<file path="src/rtl/mem_arb_pkg.sv">
// rtl/mem_arb_pkg.sv - shared types and constants for the unified-memory arbiter
package mem_arb_pkg;

    typedef enum logic [1:0] {
        IDLE,
        ISSUE,
        RESP
    } state_t;

    typedef enum logic {
        OWN_I,
        OWN_D
    } owner_t;

    localparam int BE_W = 4;

endpackage

</file>
<file path="src/rtl/mem_arb_pick.sv">
// rtl/mem_arb_pick.sv - data-first priority select with starvation override for fetch
module mem_arb_pick (
    input  logic i_req,
    input  logic d_req,
    input  logic starve_hit,
    output logic grant_i,
    output logic grant_d
);

    // starve_hit only matters when both ports are asking
    assign grant_i = i_req & (~d_req | starve_hit);
    assign grant_d = d_req & ~(i_req & starve_hit);

endmodule

</file>
<file path="src/rtl/mem_arbiter.sv">
// rtl/mem_arbiter.sv - two-requester arbiter in front of one single-port SRAM
// Optional fetch starvation guard enabled by defining MEM_ARB_FAIR_EN.
module mem_arbiter
    import mem_arb_pkg::*;
#(
    parameter int ADDR_W       = 32,
    parameter int DATA_W       = 32,
    parameter int STARVE_LIMIT = 4
) (
    input  logic              clk,
    input  logic              rst_n,
    input  logic              i_req,
    input  logic [ADDR_W-1:0] i_addr,
    output logic              i_gnt,
    output logic              i_rvalid,
    output logic [DATA_W-1:0] i_rdata,
    input  logic              d_req,
    input  logic              d_we,
    input  logic [ADDR_W-1:0] d_addr,
    input  logic [DATA_W-1:0] d_wdata,
    input  logic [BE_W-1:0]   d_be,
    output logic              d_gnt,
    output logic              d_rvalid,
    output logic [DATA_W-1:0] d_rdata,
    output logic              mem_en,
    output logic              mem_we,
    output logic [BE_W-1:0]   mem_be,
    output logic [ADDR_W-3:0] mem_addr,
    output logic [DATA_W-1:0] mem_wdata,
    input  logic [DATA_W-1:0] mem_rdata
);

    state_t              r_state;
    owner_t              r_owner;
    logic                r_is_write;
    logic                r_mem_en;
    logic                r_mem_we;
    logic [BE_W-1:0]     r_mem_be;
    logic [ADDR_W-3:0]   r_mem_addr;
    logic [DATA_W-1:0]   r_mem_wdata;

    logic w_pick_i;
    logic w_pick_d;
    logic w_arb_ok;
    logic w_gnt_i;
    logic w_gnt_d;
    logic w_starve_hit;
    logic w_resp;
    logic w_unused_addr_bits;

    assign w_unused_addr_bits = ^{i_addr[1:0], d_addr[1:0]};

    mem_arb_pick u_pick (
        .i_req      (i_req),
        .d_req      (d_req),
        .starve_hit (w_starve_hit),
        .grant_i    (w_pick_i),
        .grant_d    (w_pick_d)
    );

    // Grants are gated by rst_n so every output reads 0 while reset is held
    assign w_arb_ok = rst_n & (r_state != ISSUE);
    assign w_gnt_i  = w_arb_ok & w_pick_i;
    assign w_gnt_d  = w_arb_ok & w_pick_d;

`ifdef MEM_ARB_FAIR_EN
    localparam int CNT_W = $clog2(STARVE_LIMIT + 1);
    localparam logic [CNT_W-1:0] LIMIT_V = CNT_W'(STARVE_LIMIT);

    logic [CNT_W-1:0] r_starve_cnt;

    always_ff @(posedge clk or negedge rst_n) begin
        if (!rst_n) begin
            r_starve_cnt <= '0;
        end else if (w_gnt_i || !i_req) begin
            r_starve_cnt <= '0;
        end else if (w_gnt_d && (r_starve_cnt != LIMIT_V)) begin
            r_starve_cnt <= r_starve_cnt + 1'b1;
        end
    end

    assign w_starve_hit = (r_starve_cnt == LIMIT_V);
`else
    assign w_starve_hit = 1'b0;
`endif

    always_ff @(posedge clk or negedge rst_n) begin
        if (!rst_n) begin
            r_state     <= IDLE;
            r_owner     <= OWN_I;
            r_is_write  <= 1'b0;
            r_mem_en    <= 1'b0;
            r_mem_we    <= 1'b0;
            r_mem_be    <= '0;
            r_mem_addr  <= '0;
            r_mem_wdata <= '0;
        end else begin
            r_mem_en <= w_gnt_i | w_gnt_d;
            if (w_gnt_d) begin
                r_owner     <= OWN_D;
                r_is_write  <= d_we;
                r_mem_we    <= d_we;
                r_mem_be    <= d_we ? d_be : '1;
                r_mem_addr  <= d_addr[ADDR_W-1:2];
                r_mem_wdata <= d_we ? d_wdata : '0;
            end else if (w_gnt_i) begin
                r_owner     <= OWN_I;
                r_is_write  <= 1'b0;
                r_mem_we    <= 1'b0;
                r_mem_be    <= '1;
                r_mem_addr  <= i_addr[ADDR_W-1:2];
                r_mem_wdata <= '0;
            end else begin
                r_mem_we    <= 1'b0;
            end

            case (r_state)
                IDLE:    r_state <= (w_gnt_i | w_gnt_d) ? ISSUE : IDLE;
                ISSUE:   r_state <= RESP;
                RESP:    r_state <= (w_gnt_i | w_gnt_d) ? ISSUE : IDLE;
                default: r_state <= IDLE;
            endcase
        end
    end

    assign i_gnt     = w_gnt_i;
    assign d_gnt     = w_gnt_d;
    assign mem_en    = r_mem_en;
    assign mem_we    = r_mem_we;
    assign mem_be    = r_mem_be;
    assign mem_addr  = r_mem_addr;
    assign mem_wdata = r_mem_wdata;

    // SRAM data arrives the cycle after the strobe, so it is steered straight through
    assign w_resp   = (r_state == RESP);
    assign i_rvalid = w_resp & (r_owner == OWN_I);
    assign d_rvalid = w_resp & (r_owner == OWN_D);
    assign i_rdata  = i_rvalid ? mem_rdata : '0;
    assign d_rdata  = (d_rvalid & ~r_is_write) ? mem_rdata : '0;

endmodule

</file>
<file path="config.mk">
export PLATFORM = sky130hd
export DESIGN_NAME = mem_arbiter
export DESIGN_NICKNAME = d
export VERILOG_FILES = /design/src/rtl/mem_arb_pkg.sv /design/src/rtl/mem_arb_pick.sv /design/src/rtl/mem_arbiter.sv
export SDC_FILE = /design/constraint.sdc
export NUM_CORES = 1
export LEC_CHECK = 0
export BUFFER_PORTS_ARGS = -buffer_cell sky130_fd_sc_hd__buf_2
export CORE_AREA = 2 2 107 109
export DETAILED_ROUTE_END_ITERATION = 8
export DIE_AREA = 0 0 109 111
export PLACE_DENSITY = 0.69
export SETUP_SLACK_MARGIN = 0.2
export SYNTH_ARGS = -nofsm -noshare
export SYNTH_HDL_FRONTEND = slang
export SYNTH_SLANG_ARGS = --single-unit
</file>
<file path="constraint.sdc">
create_clock -name clk -period 1.3 [get_ports clk]
set_input_delay 0.13 -clock clk [delete_from_list [all_inputs] [get_ports clk]]
set_output_delay 0.13 -clock clk [all_outputs]
set_load 0.01 [all_outputs]
</file>
; Word level (Yosys, flattened, before mapping)
; Index checks and enable logic that the tools add are counted.
; W data, S select, Z words.
[word_totals]
wordCells = 41
in_bits = 137
register_bits = 72
out_inout_bits = 136
[classes]
mux = 16
bitwise = 11
n_reduce_logical = 3
n_eq_ne = 3
[ops]
columns = operator, count
row1 = $mux W32, 5
row2 = $mux W30, 2
row3 = $mux W4, 3
row4 = $and A1 B1 Y1, 7
row5 = $mux W1, 5
row6 = $pmux W2 S2, 1
row7 = $not A1 Y1, 3
row8 = $eq A2 B1 Y1 const B, 1
row9 = $eq A2 B2 Y1 const B, 1
row10 = $logic_not A2 Y1, 1
row11 = $ne A2 B1 Y1 const B, 1
row12 = $reduce_bool A2 Y1, 1
row13 = $reduce_or A2 Y1, 1
row14 = $or A1 B1 Y1, 1

; Logic depth before layout (Yosys ltp)
; Gate-level depths: netlist of the first run.
[depth]
depth_word = 6
ltp_mapped = 6
mapped_depth_nobuf = 4

; Cells and area by module
; From an unflattened synthesis of the first run, not the netlist that was laid out.
[hier_totals]
cells_unflattened = 312
hier_area_um2 = 3414.5
[by_module_without_submodules]
columns = mod, area_per_inst_um2, instances, cells_each, seq_area_each_um2
row1 = mem_arbiter, 3395.8, 1, 309, 1801.7
row2 = mem_arb_pick, 18.8, 1, 3, 0.0

; Worst setup path before layout of the first run
; No wires, ideal clock.
[synth_timing]
path_type = reg2out
startpoint = register r_state[0]
endpoint = output port d_rdata[10]
path_buffers = 1
path_stages_with_launch = 5
required_ns = 1.170
path_slack_ns = -0.050
arrival_ns = 1.220
path_cell_list = dfrtp_1 and3b_1 and2b_1 clkbuf_1 and2_1
[synth_between]
elab_chain_len = 4
[synth_lines]
columns = element, line_no
row1 = start: declaration, mem_arbiter.sv:33  ; state_t r_state;
row2 = start signal: assignment, mem_arbiter.sv:118  ; IDLE: r_state <= (w_gnt_i | w_gnt_d) ? ISSUE : IDLE;
row3 = start signal: assignment, mem_arbiter.sv:120  ; RESP: r_state <= (w_gnt_i | w_gnt_d) ? ISSUE : IDLE;
row4 = $eq A2 B2 Y1, mem_arbiter.sv:135  ; assign w_resp = (r_state == RESP);
row5 = $and A1 B1 Y1, mem_arbiter.sv:137  ; assign d_rvalid = w_resp & (r_owner == OWN_D);
row6 = net d_rvalid, mem_arbiter.sv:23  ; output logic d_rvalid,
row7 = $and A1 B1 Y1, mem_arbiter.sv:139  ; assign d_rdata = (d_rvalid & ~r_is_write) ? mem_rdata : '0;
row8 = $mux W32, mem_arbiter.sv:139
row9 = end: declaration, mem_arbiter.sv:24  ; output logic [DATA_W-1:0] d_rdata,
; The timed path passes the listed nets, and every way through them passes these cells.

; Worst setup path after layout of the first run
[layout_timing]
startpoint = register r_owner
endpoint = output port i_rdata[5]
[layout_between]
elab_chain_len = 3
[layout_lines]
columns = element, line_no
row1 = start: declaration, mem_arbiter.sv:34  ; owner_t r_owner;
row2 = start signal: assignment, mem_arbiter.sv:90  ; r_owner <= OWN_I;
row3 = start signal: assignment, mem_arbiter.sv:100  ; r_owner <= OWN_D;
row4 = start signal: assignment, mem_arbiter.sv:107  ; r_owner <= OWN_I;
row5 = $not A1 Y1, mem_arbiter.sv:136  ; assign i_rvalid = w_resp & (r_owner == OWN_I);
row6 = $and A1 B1 Y1, mem_arbiter.sv:136
row7 = $mux W32, mem_arbiter.sv:138  ; assign i_rdata = i_rvalid ? mem_rdata : '0;
row8 = end: declaration, mem_arbiter.sv:16  ; output logic [DATA_W-1:0] i_rdata,
; No other way between the ends.

==> results of run 1 <==
## state kept, by name, summed over array words and instances, names as in the netlist
signal	flops
mem_addr	30
mem_be	4
mem_en	1
mem_wdata	32
mem_we	1
r_is_write	1
r_owner	1
r_state	2
## per-stage QoR
step	std cells	TNS, ps	utilization [%]	cell area [sq um]	setup slack (ps)
floorplan	309	-57.47	-	3615	-2.287
global placement	708	-15860	46.12	5109	-216.3
detailed placement	708	-21190	46.12	5109	-298.7
CTS	758	-44980	56.69	6280	-445.0
global route	772	-53630	60.04	6650	-516.4
finish	774	-45490	60.08	6655	-465.2
## power breakdown
| part | switching (mW) | leakage, nW | internal [mW] |
|---|---|---|---|
| clock network | 0.918 | 0.179 | 2.11 |
| logic | 1.03 | 2.32 | 1.26 |
| registers | 0.204 | 0.870 | 2.56 |
| total | 2.15 | 3.37 | 5.93 |
## synth_stat cells
| library cell | count | area share, % |
|---|---|---|
| dfrtp_1 | 72 | 53 |
| and2_1 | 64 | 12 |
| a22o_1 | 32 | 8.2 |
| nor2_1 | 32 | 3.5 |
| nand3_1 | 31 | 4.6 |
| o221a_1 | 26 | 8.6 |
| buf_2 | 11 | 1.6 |
| clkbuf_1 | 8 | 0.88 |
| buf_1 | 4 | 0.44 |
| buf_4 | 4 | 0.88 |
| o221a_2 | 4 | 1.3 |
| o22a_1 | 4 | 1.0 |
| buf_6 | 3 | 0.99 |
| a21o_1 | 2 | 0.44 |
| inv_2 | 2 | 0.22 |
| and2_0 | 1 | 0.18 |
| and2b_1 | 1 | 0.22 |
| and3b_1 | 1 | 0.26 |
| inv_1 | 1 | 0.11 |
| inv_4 | 1 | 0.18 |
| nand2_1 | 1 | 0.11 |
| nand2b_1 | 1 | 0.18 |
| nand4_2 | 1 | 0.37 |
| nor3b_1 | 1 | 0.22 |
| o211ai_4 | 1 | 0.63 |
## cell usage in the layout (no fill, tap or decap), drive strengths merged, types with 12 or more instances in the layout
| master | n |
|---|---|
| inv | 12 |
| clkbuf | 14 |
| nor2 | 32 |
| a22o | 32 |
| dfrtp | 72 |
| and2 | 65 |
| buf | 319 |
| nand3 | 31 |
| o221a | 30 |
## worst paths after layout
check	to	slack [ps]	depth (start not counted)	start
worst min-delay path	r_is_write	9	2	rst_n
worst min register to register	r_is_write	480	1	r_is_write
worst max register to register	mem_addr[17]	-330	6	r_state[1]
max in group asynchronous	mem_wdata[25]	450	3	rst_n
min in group clk	mem_be[3]	20	2	d_be[3]
worst max-delay path	i_rdata[5]	-470	6	r_owner
## area by class of cell
type | count | area, sq um
Fill cell | 896 | 4422
Timing Repair Buffer | 324 | 2485
Sequential cell | 72 | 1802
Multi-Input combinational cell | 204 | 1683
Clock buffer | 10 | 239.0
Tap cell | 143 | 178.9
Clock inverter | 5 | 128.9
Timing Repair inverter | 9 | 98.84
Inverter | 4 | 32.53
Antenna cell | 3 | 7.507
## per-layer routing
layer | vias to the layer above | part of all wire (%) | GRT usage [%]
met5 | - | 0.18 | 0
met4 | 4 | 1.6 | 5.043
met3 | 26 | 10 | 8.524
met2 | 205 | 51 | 39.21
met1 | 1888 | 38 | 27.34
li1 | 1757 | - | -
## what timing repair did
item                                    CTS  global route
gates resized for setup                  95            36
endpoints found under the setup margin  140           139
hold endpoints to repair                 34             0
setup buffers                            21             7
pin swaps                                33            41
hold buffers                              1             0
gates cloned                             13             6
## kinds of logic (layout without fill, tap and decap cells)
group | after synthesis | in the layout | synth area share [%]
and+or+nand+nor | 134 | 134 | 21.41
DFF | 72 | 72 | 52.98
AOI/OAI and AO/OA | 69 | 70 | 20.27
buffers and inverters | 34 | 352 | 5.335
other | 0 | 3 | 0
## critical path: cells and delay by family (launching register included)
kind                   cells  cell delay (ps)
buffers and inverters      4              580
flip-flops                 1              430
AND/OR/NAND/NOR            2              300
==> impl_results.md, run 1 <==
- Status: finished with violations
- Failing checks: negative setup slack
- # DRC: 0
- Initial drt markers: 176
- Clock Latency Late Sink: 330 ps
- I/O pin cnt: 273
- Fin crit period: 1765 ps
- Register area share after synthesis: 52.98%
- Hold WS: ~9 ps
- Worst Hold Class: primary input to asynchronous set/reset pin
- Crit path required time: 1170 ps
- Net count after synthesis: 446
- Final wirelength: 15,150 microns
- Vias in the first global route: around 4,000
- CTS sink count: 72
- DR WL/cell: 19.57 microns
- RSZ-0062 raised after global routing: yes
- Fmax achieved: 566.5 MHz
- Max-slew violation count: 0
- Via count: 3,880
- Mean post-synth cell area: 11.01 sq um
- Die span in x: about 110 microns
- WS Path Type: flip-flop to output pin
- Largest net degree at the start of global routing: 39
- Final hold violation count: 0
- Layout cells sized above 1: 67.83%
- VDD IR max: 627.7 uV
- Clock Skew: 5.925 ps
- Grt ovf: 0
- Crit path cell chain: buf_6, nor3b_4, buf_6, clkbuf_16, and2_4, buf_4
- Fin worst setup slack: -465.2 ps
- Fin nets: between 700 and 800
- First-pass GRT wire length: 21,110 microns
- Core area: about 11,000 sq um
- Num CTS Buffers: 9
- Root Driver: clkbuf_16
- Max-Cap Viols: 0
- Netlist Area Pre-Place: 3401 sq um
- Worst-path clk slew: around 60 ps
- Slew @ Worst Pin: between 500 and 600 ps
- Synthesized instance count: slightly above 300
- Distinct cells, synth: 25
- DRT Pass-1 Iters: 5
- Critical-path top delay cell: dfrtp_1
- Initial core utilization: 30.70%
- Final ANT Viol Nets: 0
- Slowest Stage Delay on Critical Path: 430 ps
- Area of the die: roughly 12,000 sq um
- Pwr Total: 8.086 mW
- Placer Congestion: 0.7907
- Power Density: about 1200 nW/um^2
- WP data arrival: 1640 ps
- Maximum root-to-sink buffer count: 2
- Port Buffers: 268
- Die height: 111 microns
- Synth Register Bits: 72
- Initial antenna violation count: 5
- Part of the cycle the worst path needs: 135.8%
- # rows: 39
- Final Setup Violations: 138
- YS warnings: 0
- Via density: 5.013
- CTS tree: yes
- CTS H-Tree Depth: 3
- Area growth, synth to finish: 95.70%
- Worst rel slew slack: approximately two thirds
- Crit end category: output pin
- Leak: 3.373 nW
- All-Layer GR Usage: a little under a quarter
- DP HPWL: 9392 microns
- Cell mode on critical path: buf_6
- CP Max Fanout: 8
- Worst Setup Start Kind: flip-flop
No activity file was read; power rests on OpenSTA's default activity.
==> run 2: changes to the inputs <==
--- a/config.mk
+++ b/config.mk
@@ -5,11 +5,11 @@
 export SDC_FILE = /design/constraint.sdc
 export NUM_CORES = 1
 export LEC_CHECK = 0
-export BUFFER_PORTS_ARGS = -buffer_cell sky130_fd_sc_hd__buf_2
 export CORE_AREA = 2 2 107 109
 export DETAILED_ROUTE_END_ITERATION = 8
 export DIE_AREA = 0 0 109 111
-export PLACE_DENSITY = 0.69
+export DONT_BUFFER_PORTS = 1
+export PLACE_DENSITY = 0.46
 export SETUP_SLACK_MARGIN = 0.2
 export SYNTH_ARGS = -nofsm -noshare
 export SYNTH_HDL_FRONTEND = slang
==> constraint.sdc (replaced) <==
create_clock -name clk -period 1.3 [get_ports clk]
set_input_delay 0.065 -clock clk [delete_from_list [all_inputs] [get_ports clk]]
set_output_delay 0.065 -clock clk [all_outputs]
set_load 0.01 [all_outputs]
==> run 2 against run 1 <==
The run ends with negative hold slack, negative setup slack left. Critical path depth did not move. Final area fell by 19%. Total power fell by 17%. Via count fell by 23%. Register-to-register slack improved by 90 ps. Hold slack got worse by 580 ps. Maximum frequency rose by 10%. Clock power fell by 22%. Wire length fell by 19%. First-iteration DRC count fell by 46%. Utilization fell by 12 points. Die area did not move. Critical path type unchanged. Critical endpoint is now d_rvalid. Largest power group is now registers.
==> impl_results.md, run 2 (same netlist as run 1, synthesis figures left out) <==
- Via density: 5.364
- WP data arrival: about 1500 ps
- Fin cells: approximately 560
- Initial core utilization: 30.70%
- Port Buffers: 0
- Leak: 2.321 nW
- DRT Pass-1 Iters: 4
- Initial drt markers: 95
- Final ANT Viol Nets: 0
- All-Layer GR Usage: 19.16%
- Post-route design area: 5379 sq um
- Slowest Stage Delay on Critical Path: 420 ps
- VDD IR max: 727.2 uV
- Cell mode on critical path: buf_6
- Placer Congestion: 0.7021
- CTS tree: yes
- Fin nets: roughly 550
- Clock Skew: 4.075 ps
- Fin crit period: 1605 ps
- Final Setup Violations: 137
- # DRC: 0
- CP bufs+invs: 5
- Hold WS: -567.6 ps
- R2R depth: 8
- Critical-path top delay cell: dfrtp_1
- Worst-path clk slew: approximately 60 ps
- Placed cell areas: 3649 sq um
- Worst Setup Start Kind: flip-flop
- Status: finished with violations
- Clock Latency Late Sink: 320 ps
- Placed cells: 435
- # rows: 39
- Crit end category: output pin
- DR WL/cell: 21.87 microns
- Maximum root-to-sink buffer count: 2
- Max reg flops: 32
- Slew @ Worst Pin: 357.4 ps
- Vias in the first global route: 3,077
- Critical path depth in cells: 6
- Grt ovf: 0
- Part of the cycle the worst path needs: 123.4%
- Largest net degree at the start of global routing: 77
- Num CTS Buffers: 9
- WS Path Type: flip-flop to output pin
- Die span in x: approximately 110 microns
- First-pass GRT wire length: 17,280 microns
- Area growth, synth to finish: 58.17%
- CTS sink count: 72
- Pre-CTS setup slack: -156.5 ps
- CP top delay family: buffers and inverters
- DP HPWL: 7333 microns
- Most frequent cells in the layout: 72 x dfrtp_1, 67 x dlygate4sd3_1, 56 x and2_4, 32 x a22o_1
- Layout cells sized above 1: around a third
- Worst rel slew slack: 76.06%
- CP Max Fanout: 3
- Crit path cell chain: and3b_2, buf_4, buf_4, buf_6, buf_6, buf_6
- I/O pin cnt: between 200 and 300
- Via count: 2,993
- Fmax achieved: 623.2 MHz
- Max-slew violation count: 0
- Worst Hold Class: primary input to asynchronous set/reset pin
- Root Driver: clkbuf_16
- Power Density: approximately 1300 nW/um^2
- Max-Cap Viols: 0
- N_diodes: 0
- Most common cell after layout, fill and taps aside: dfrtp_1
- RSZ-0062 raised after global routing: yes
- Area of the die: 12,100 sq um
- Final hold violation count: between 70 and 80
- Core area: between 10,000 and 15,000 sq um
- Fin worst setup slack: -304.7 ps
- Die height: 111 microns
- Initial antenna violation count: 0
- Crit path required time: 1240 ps
- Failing checks: negative hold slack, negative setup slack
- Final wirelength: between 10,000 and 15,000 microns
- CTS H-Tree Depth: 3
run 2: cell types whose count changed in the layout (fill, tap and decap cells not counted), sizes merged:
cell / delta
o211ai: -1
inv: -4
buf: -272
dlygate4sd3: +66
bufinv: -3
clkbuf: +1
diode: -3
run 2: report_power, final:
group          internal (mW)  leakage [nW]  total (mW)  switching (mW)
Combinational          0.860          1.32        1.41           0.545
Clock                   1.48         0.134        2.36           0.875
Sequential              2.56         0.870        2.98           0.414
Total                   4.91          2.32        6.74            1.83
run 2: cell type report:
cell class / count / area (sq um)
Inverter: 4 / 32.53
Sequential cell: 72 / 1802
Timing Repair inverter: 4 / 55.05
Clock inverter: 3 / 42.54
Multi-Input combinational cell: 203 / 1633
Tap cell: 143 / 178.9
Timing Repair Buffer: 116 / 1395
Fill cell: 961 / 5698
Clock buffer: 13 / 240.2
run 2: per-stage QoR:
| step | power, mW | TNS [ps] | util, % |
|---|---|---|---|
| after floorplan | 3.595 | 0 | - |
| after global placement | 3.799 | -3173 | 32.94 |
| after detailed placement | 3.814 | -5283 | 32.94 |
| after CTS | 6.694 | -29120 | 46.65 |
| after global routing | 7.063 | -38150 | 48.56 |
| final | 6.741 | -28690 | 48.56 |
run 2: path summary, 6_finish.rpt:
kind	start	end	slack [ps]
min in group clk	i_addr[24]	mem_addr[22]	20
setup / recovery	r_owner	d_rvalid	-300
setup reg to reg	r_state[0]	mem_addr[23]	-240
max in group asynchronous	rst_n	mem_wdata[28]	1730
hold / removal	rst_n	mem_addr[22]	-570
hold reg to reg	r_is_write	r_is_write	470
run 2: repair_timing:
action,CTS,global route
gates resized for setup,62,34
gates cloned,11,3
setup endpoints to repair,139,139
hold buffers,66,1
buffers inserted,20,6
pin swaps,26,37
hold endpoints to repair,138,73
run 2: per-layer routing:
layer | up-vias | track usage (%) | share of wire (%)
met4 | 0 | 6.752 | 1.7
met5 | - | 0 | 0
met1 | 1489 | 21.06 | 37
met3 | 17 | 5.703 | 8.5
met2 | 174 | 34.33 | 53
li1 | 1313 | - | -
==> run 3: changes to the inputs <==
--- a/config.mk
+++ b/config.mk
@@ -5,11 +5,12 @@
 export SDC_FILE = /design/constraint.sdc
 export NUM_CORES = 1
 export LEC_CHECK = 0
-export CORE_AREA = 2 2 107 109
+export ABC_AREA = 1
+export CORE_AREA = 2 2 105 107
 export DETAILED_ROUTE_END_ITERATION = 8
-export DIE_AREA = 0 0 109 111
+export DIE_AREA = 0 0 107 109
 export DONT_BUFFER_PORTS = 1
-export PLACE_DENSITY = 0.46
+export PLACE_DENSITY = 0.53
 export SETUP_SLACK_MARGIN = 0.2
 export SYNTH_ARGS = -nofsm -noshare
 export SYNTH_HDL_FRONTEND = slang
==> run 3 against run 2 <==
The flow still finishes with violations (negative hold slack, negative setup slack). Area after synthesis rose by 15%. Clock skew rose by 16 ps. First-iteration DRC count rose to 3.3 times the previous value. Flip-flop and latch count did not move. Maximum frequency rose by 1.6%. Wire length rose by 36%. Clock power fell by 17%. Sequential power rose by 6.7%. Non-clock buffer count rose by 53. Register-to-register slack got worse by 30 ps. Combinational power rose by 91%. Critical path type unchanged. Critical endpoint is now d_rdata[20]. Largest power group unchanged.
==> impl_results.md, run 3 <==
- Slew @ Worst Pin: between 1000 and 1500 ps
- Fin nets: 831
- Most common cell after layout, fill and taps aside: inv_1
- Fin cells: 838
- Top post-synthesis cells by count: 137 x nand2_1, 100 x inv_1, 96 x nand3_1
- Die span in x: approximately 110 microns
- CTS sink count: 72
- Maximum root-to-sink buffer count: 2
- Fmax achieved: 633.1 MHz
- Placer Congestion: between 0.7 and 0.8
- Max reg flops: 32
- # fillers: between 700 and 800
- Hold WS: -618.6 ps
- Placed cell areas: about 4500 sq um
- Final ANT Viol Nets: 0
- YS warnings: 0
- Area growth, synth to finish: 90.78%
- # DRC: 0
- Part of the cycle the worst path needs: 121.5%
- Dominant cell type by area after synthesis: dfrtp_1
- Fin worst setup slack: -279.6 ps
- Placed cells: slightly below 700
- Final Setup Violations: 139
- Synthesized instance count: 554
- Final wirelength: 16,550 microns
- Register area share after synthesis: 46.24%
- Initial core utilization: 36.75%
- DR WL/cell: 19.74 microns
- Top-area cell type share of the netlist area: 46.24%
- DP HPWL: 8074 microns
- Vias in the first global route: between 4,000 and 5,000
- Max-Cap Viols: 0
- Mean post-synth cell area: 7.033 sq um
- Grt ovf: 0
- Worst Setup Start Kind: flip-flop
- Top cells by area, synth: dfrtp_1 46%, nand2_1 13%, nand3_1 12%
- Initial antenna violation count: 0
- CP Max Fanout: 10
- Clock Latency Late Sink: between 300 and 400 ps
- Max-slew violation count: 0
- Status: finished with violations
- WP data arrival: between 1500 and 2000 ps
- Worst rel slew slack: 21.92%
- WS Path Type: flip-flop to output pin
- Root Driver: clkbuf_8
- Post-synth EDFFs: 0
- Die height: 109 microns
- R2R depth: 9
- Final hold violation count: 77
- N_diodes: 0
- Synth async-reset ratio: 100.0%
- Failing checks: negative hold slack, negative setup slack
- Via count: about 4,500
- I/O pin cnt: around 270
- DRT Pass-1 Iters: 5
- Worst Hold Class: primary input to asynchronous set/reset pin
- Leak: 3.706 nW
- CTS H-Tree Depth: 3
- Layout cells sized above 1: 40.54%
- First-pass GRT wire length: around 22,000 microns
- Net count after synthesis: 691
- Most frequent cell after synthesis: nand2_1
- Pwr Total: around 7.8 mW
- Core area: 10,600 sq um
- Worst-path clk slew: 90 ps
- All-Layer GR Usage: between 20% and 30%
- Crit end category: output pin
- Fin crit period: between 1500 and 2000 ps
- Power Density: about 1100 nW/um^2
- Clock Skew: 20.34 ps
- Netlist Area Pre-Place: 3896 sq um
- Synth Flop Type: dfrtp_1
- Crit path required time: 1240 ps
- Area of the die: 11,660 sq um
- VDD IR max: 709.5 uV
- Port Buffers: 0
- Synth Register Bits: 72
- CTS tree: yes
- Most frequent cells in the layout: 94 x inv_1, 88 x dlygate4sd3_1, 80 x nand2_1, 71 x dfrtp_1, 63 x nor2_4
- Via density: about 5.4
- Largest net degree at the start of global routing: 105
- # rows: 38
- Post-route design area: 7433 sq um
- Distinct cells, synth: 18
- Initial drt markers: between 300 and 400
- RSZ-0062 raised after global routing: yes
- Num CTS Buffers: 9
run 3: changes by cell type after synthesis, sizes merged, moves of 4 or more:
cell | previous run | this run
a22o | 32 | 0
inv | 4 | 100
nand2 | 1 | 139
buf | 22 | 28
o221a | 30 | 0
o22a | 4 | 0
nand3 | 31 | 98
and2 | 65 | 0
clkbuf | 8 | 12
nor2 | 32 | 70
nand4 | 1 | 30
run 3: cells by family (layout without fill, tap and decap cells):
group                  after synthesis  after routing  share of synthesized area [%]
flip-flops                          72             72                          46.24
AO/OA/AOI/OAI                        3              3                         0.3852
buffers and inverters              140            284                          14.87
AND/OR/NAND/NOR                    339            339                          38.50
run 3: timing repair:
| item | 4_1_cts | 5_1_grt |
|---|---|---|
| setup endpoints to repair | 139 | 140 |
| gates resized for setup | 135 | 109 |
| endpoints found under the hold margin | 138 | 82 |
| pin swaps | 17 | 28 |
| setup buffers | 26 | 7 |
| hold buffers | 80 | 9 |
| cloned | 14 | 9 |
run 3: path summary, 6_finish.rpt:
| kind | end | from | slack, ps |
|---|---|---|---|
| setup / recovery | d_rdata[20] | r_owner | -280 |
| hold / removal | mem_wdata[29] | rst_n | -620 |
| max in group asynchronous | mem_addr[10] | rst_n | 1710 |
| min in group clk | mem_addr[23] | d_addr[25] | -10 |
| hold reg to reg | r_is_write | r_is_write | 550 |
| setup reg to reg | mem_wdata[20] | r_state[0] | -270 |
run 3: through the flow:
stage          worst slack, ps  setup TNS [ps]  utilization, %
3_5_place_dp            -44.33          -956.0           42.13
3_3_place_gp            -12.51          -16.73           42.13
6_report                -279.6          -31340           70.11
2_1_floorplan            92.99               0               -
4_1_cts                 -309.3          -30850           63.10
5_1_grt                 -406.8          -42250           70.11
run 3: final cells by class:
cell class	count	area, sq um	area share (%)
multi-input combinational	342	2587	34.81
timing repair buffer	169	2263	30.45
sequential	72	1803	24.26
inverter	100	395.4	5.319
tap	140	175.2	2.357
clock buffer	10	127.6	1.717
clock inverter	5	81.33	1.094
run 3: worst max-delay path: stages (launching register included):
cell and delay (ps):
dfrtp_1 370, inv_2 60, nor3_4 230, nand2_4 120, buf_12 170, nor2_2 90, buf_4 120
run 3: per-layer routing:
layer / global-route usage, % / vias to the layer above / share of wire, %
met4: 10.11 / 0 / 3.5
li1: - / 2000 / -
met1: 27.99 / 2174 / 36
met5: 0 / - / 0
met3: 7.711 / 49 / 8.0
met2: 43.31 / 280 / 53
run 3: power breakdown:
group / switching, mW / internal (mW) / leakage [nW] / total (mW)
Clock: 0.893 / 1.07 / 0.103 / 1.97
Sequential: 0.551 / 2.63 / 0.915 / 3.18
Combinational: 1.35 / 1.34 / 2.69 / 2.69
Total: 2.79 / 5.04 / 3.71 / 7.84
